<file path="src/rtl/calc_display.sv">
// calc_display: captures the core's serial BCD digit stream into a shadow
// buffer, commits full frames to an active buffer, and scans an 8-digit
// active-low seven-segment display with leading-zero blanking and a
// sticky "Erro" screen.
//
// Ports:
//   clock, reset         system clock, async active-high reset
//   status[1:0]          core status: 00 error, 01 busy, 10 ready
//   data[3:0], pos[3:0]  BCD digit value and its slot (0 = LSD)
//   an[7:0]              digit enables, active low, one-hot-zero
//   seg[6:0]             segments {g,f,e,d,c,b,a}, active low
//   dp                   decimal point, always off (1)
//   commit               one-cycle pulse when a frame goes active
module calc_display #(
   parameter int SCAN_DIV = 50000,
   parameter bit BLANK_LZ = 1'b1
) (
   input  logic       clock,
   input  logic       reset,
   input  logic [1:0] status,
   input  logic [3:0] data,
   input  logic [3:0] pos,
   output logic [7:0] an,
   output logic [6:0] seg,
   output logic       dp,
   output logic       commit
);

   localparam int PW = (SCAN_DIV > 1) ? $clog2(SCAN_DIV) : 1;
   localparam logic [PW-1:0] PRES_MAX = PW'(SCAN_DIV - 1);

   logic [7:0][3:0] shadow_q, shadow_d;
   logic [7:0][3:0] active_q, active_d;
   logic [7:0]      mask_q, mask_d;
   logic            err_q, err_d;
   logic [2:0]      idx_q, idx_d;
   logic [PW-1:0]   pres_q, pres_d;
   logic [7:0]      an_q, an_d;
   logic [6:0]      seg_q, seg_d;
   logic            commit_q, commit_d;

   logic            cap;
   logic            full;
   logic [7:0]      lz;
   logic [3:0]      sel;

   function automatic logic [6:0] digit_glyph(input logic [3:0] v);
      logic [6:0] g;
      case (v)
         4'd0:    g = 7'h40;
         4'd1:    g = 7'h79;
         4'd2:    g = 7'h24;
         4'd3:    g = 7'h30;
         4'd4:    g = 7'h19;
         4'd5:    g = 7'h12;
         4'd6:    g = 7'h02;
         4'd7:    g = 7'h78;
         4'd8:    g = 7'h00;
         4'd9:    g = 7'h10;
         default: g = 7'h7F;
      endcase
      return g;
   endfunction

   function automatic logic [6:0] err_glyph(input logic [2:0] i);
      logic [6:0] g;
      case (i)
         3'd3:       g = 7'h06;
         3'd2, 3'd1: g = 7'h2F;
         3'd0:       g = 7'h23;
         default:    g = 7'h7F;
      endcase
      return g;
   endfunction

   // Capture and commit. The commit clears the mask first so a capture
   // on the same edge lands in the fresh mask and only in the shadow.
   always_comb begin
      shadow_d = shadow_q;
      active_d = active_q;
      mask_d   = mask_q;
      cap      = (status != 2'b10) && !pos[3];
      full     = (mask_q == 8'hFF);
      if (full) begin
         active_d = shadow_q;
         mask_d   = '0;
      end
      if (cap) begin
         shadow_d[pos[2:0]] = data;
         mask_d[pos[2:0]]   = 1'b1;
      end
      commit_d = full;
      err_d    = err_q | (status == 2'b00);
   end

   // Scan prescaler and digit index
   always_comb begin
      pres_d = pres_q + PW'(1);
      idx_d  = idx_q;
      if (pres_q == PRES_MAX) begin
         pres_d = '0;
         idx_d  = idx_q + 3'd1;
      end
   end

   // lz[i]: active digits i..7 are all zero
   always_comb begin
      for (int i = 0; i < 8; i++) begin
         lz[i] = 1'b1;
         for (int j = i; j < 8; j++) begin
            if (active_q[j] != 4'd0) lz[i] = 1'b0;
         end
      end
   end

   always_comb begin
      sel  = active_q[idx_q];
      an_d = ~(8'h01 << idx_q);
      if (err_q)
         seg_d = err_glyph(idx_q);
      else if (BLANK_LZ && (idx_q != 3'd0) && lz[idx_q])
         seg_d = 7'h7F;
      else
         seg_d = digit_glyph(sel);
   end

   always_ff @(posedge clock or posedge reset) begin
      if (reset) begin
         shadow_q <= '0;
         active_q <= '0;
         mask_q   <= '0;
         err_q    <= 1'b0;
         idx_q    <= '0;
         pres_q   <= '0;
         an_q     <= 8'hFF;
         seg_q    <= 7'h7F;
         commit_q <= 1'b0;
      end else begin
         shadow_q <= shadow_d;
         active_q <= active_d;
         mask_q   <= mask_d;
         err_q    <= err_d;
         idx_q    <= idx_d;
         pres_q   <= pres_d;
         an_q     <= an_d;
         seg_q    <= seg_d;
         commit_q <= commit_d;
      end
   end

   assign an     = an_q;
   assign seg    = seg_q;
   assign dp     = 1'b1;
   assign commit = commit_q;

endmodule

</file>
<file path="config.mk">
export PLATFORM = sky130hd
export DESIGN_NAME = calc_display
export DESIGN_NICKNAME = d
export VERILOG_FILES = /design/src/rtl/calc_display.sv
export SDC_FILE = /design/constraint.sdc
export NUM_CORES = 1
export LEC_CHECK = 0
export BUFFER_PORTS_ARGS = -buffer_cell sky130_fd_sc_hd__buf_2
export CORE_MARGIN = 1
export CORE_UTILIZATION = 60
export CTS_CLUSTER_DIAMETER = 100
export DETAILED_ROUTE_END_ITERATION = 8
export GPL_TIMING_DRIVEN = 0
export PLACE_DENSITY = 0.79
export RECOVER_POWER = 25
export SYNTH_ARGS = -nofsm -noshare
export SYNTH_HDL_FRONTEND = slang
export SYNTH_SLANG_ARGS = --single-unit
</file>
<file path="constraint.sdc">
create_clock -name clock -period 3.8 [get_ports clock]
set_input_delay 0.76 -clock clock [delete_from_list [all_inputs] [get_ports clock]]
set_output_delay 0.76 -clock clock [all_outputs]
set_load 0.03 [all_outputs]
</file>
==> metrics.txt <==
Power Dens Cells=approximately 570 mW/mm²; grt met1 use=31.6%; Max Clk Rate=about 350 MHz; post-synthesis net count=452; Final nets=roughly 490; CTS tree=built; layout cell share with drive strength beyond 1=between 20% and 30%; PortBufs=27; routing usage on met3=between 5 and 6%; number of synthesized flops with an enable pin=0; area occupied by multi-input gates=0.00194 mm²; DRT iter0 DRCs=roughly 130; Die X=roughly 91 µm; fillers=568; I/O pins=29; CP Class=reg2reg; ys flop type=dfrtp_1; VDD IR max=between 0.0004 and 0.0005 V; final hold viol count=0; number of global-route vias before repair=~3100; Mapped Area=0.00478 mm²; die area=around 0.0083 mm²; initial antenna violation count=0; 1st-pass router iterations=4; period utilisation layout=~75%; first-pass GRT wire length=about 15000 µm; CP Data Required Time=4120 ps; Hold Path Depth=2; Post-DP HPWL=between 6000 and 7000 µm; Diodes inserted=0; Yosys cell types=47; Synth warnings=0; met2 usage in global routing=between 30% and 40%; pin count of the biggest net entering global routing=between 70 and 80; clock-pin slew of the registers on the worst-case setup and hold paths=roughly 100 ps; R2R Path Start=idx_q[0]; Worst slew margin=-2.95%; clk_lat worst skew=approximately 380 ps; Overall Global Routing Usage=a little under a quarter; clock sinks=about 110; Die Y-Extent=about 91 µm; Setup Buffers After CTS=0; Cell Rows=32; HP Class=reg2reg; worst-path fanout max=10; WP data arrival=between 3000 and 4000 ps; synthesis-stage register bit count=108; depth of the CTS H-tree=3; max-cap violations=1; core area=just under 0.008 mm²; global placement routability congestion=approximately 0.86; FFs w/ async S/R, synth=100%; number of setup violations in the final report=0; Routed WL per cell=around 15 µm; Slew @ Worst Pin=approximately 1500 ps; Starting Density=61.8%; setup total negative slack=0 ps; cts hold-fix bufs=0; Post-Route WL=8600 µm; storage element area=0.00272 mm²; Syn Inst Count=428; Worst setup SP type=flop; number of CTS-inserted buffers=9; post-synthesis sequential area ratio=57.0%; vias per cell=around 5.6; worst hold path startpoint=shadow_q[15]; CTS root buf=clkbuf_8; Worst R2R Setup Slack=950 ps; CP endpoint kind=flop; clock skew=about 11 ps; unrepaired setup endpoints after global routing=false; syn_area_per_cell=between 10 and 15 µm²; static leakage=~2.5 nW; WHS Endpoint=active_q[15]; DRC=0; failing checks=capacitance limit, slew limit; area delta synth->final=10.4%; Clock Path Buffers=2; end-of-flow core utilization=68.3%; R2R depth=7; status=complete, but fails checks; grt ovf=0; GRT busiest layer=met2; via count=roughly 3200; Reg2Reg Capture Point=seg[3]; Min Clock Period, post-route=between 2000 and 3000 ps; post-route ant nets=0; PostCTS Resize Cnt=0; max-slew violation count=34
[flip-flops by register name, summed over array words and instances (netlist names)]
signal	flops
seg	7
an	8
shadow_q	32
commit	1
err_q	1
pres_q	16
active_q	32
mask_q	8
idx_q	3
[synthesized netlist by cell type (all sizes together), types with 2 or more instances]
master  instances  area [µm²]
xnor2           9        78.8
o21ai           9        45.0
nor2           18        67.6
clkbuf          8        30.0
nand4           6        37.5
nand3           7        40.0
mux4            8         206
nor3            5        25.0
or2             2        12.5
nand2b          2        12.5
buf             6        35.0
nor4            8        50.1
dfrtp          93        2330
o21a            3        22.5
xor2            5        43.8
ha             12         150
nand2         126         478
a211oi          2        15.0
o211ai          2        15.0
mux2           33         372
a21oi           9        45.0
a21o            7        53.8
dfstp          15         394
inv            15        56.3
and3            2        12.5
or3             3        18.8
mux2i           4        65.1
[power breakdown]
part / switching [mW] / internal, mW
clock: 0.417 / 0.322
sequential: 0.198 / 1.42
combinational: 0.345 / 0.315
[area by class of cell]
cell class / instances / area share, %
tap: 102 / 2.42
sequential: 108 / 51.6
multi-input combinational: 291 / 36.7
clock inverter: 7 / 1.73
inverter: 15 / 1.09
timing repair buffer: 28 / 3.08
buffer: 14 / 1.09
clock buffer: 9 / 2.35
[placed cells by master (no fill, tap or decap), types with 3 or more instances in the layout]
cell type,count
o21ai_0,8
nand3_1,6
mux2_2,33
clkbuf_8,9
mux4_1,7
a21oi_1,9
inv_6,3
o21a_1,3
dfrtp_1,93
dfstp_2,15
nand4_1,6
nor2_1,18
clkbuf_1,9
buf_2,28
nor3_1,5
nor4_1,8
buf_1,3
a21o_1,6
xor2_1,5
xnor2_1,9
ha_1,12
nand2_1,124
inv_1,13
or3_1,3
[worst max path at each step]
stage / start / endpoint / slack [ps]
6_report: idx_q[0] / seg[3] / 950
5_1_grt: idx_q[0] / seg[3] / 760
4_1_cts: idx_q[0] / seg[3] / 1260
3_5_place_dp: status[0] / shadow_q[8] / 1120
3_3_place_gp: reset / shadow_q[20] / -760
2_1_floorplan: reset / active_q[0] / 220
[cells by family (layout without fill, tap and decap cells)]
kind of cell               Yosys count  after routing  share of synthesized area (%)
xor gates and xnor gates            14             14                           2.57
DFF                                108            108                           57.0
buffers and inverters               29             73                           2.54
other                                1              1                         0.0785
adders and majority gates           12             12                           3.14
and+or+nand+nor                    184            184                           16.6
muxes                               45             45                           13.5
AOI/OAI and AO/OA                   35             35                           4.69
[routing by layer]
metal | vias up | routed length, µm
met4 | 0 | 123
met3 | 10 | 345
met1 | 1572 | 3910
met2 | 76 | 4220
met5 | - | 0
li1 | 1528 | -
[worst max-delay path, cell delays in order, from the launching register on]
cell and delay, ps:
dfrtp_1 450, clkbuf_1 450, mux4_1 660, mux2i_1 370, ha_1 330, o21a_1 210, o21ai_0 160, o22a_1 160
[metrics by stage]
stage / std cells / hold WS [ps] / total power [mW] / worst slack, ps / cell area [µm²]
final: 574 / 471 / 3.02 / 954 / 5280
after global routing: 574 / 498 / 3.21 / 760 / 5280
after CTS: 574 / 386 / 3.04 / 1260 / 5290
after detailed placement: 558 / 453 / 2.30 / 1120 / 5070
after global placement: 557 / 445 / 2.25 / -762 / 5040
after floorplan: 428 / 433 / 2.10 / 219 / 4780
No activity file was read; power rests on OpenSTA's default activity.
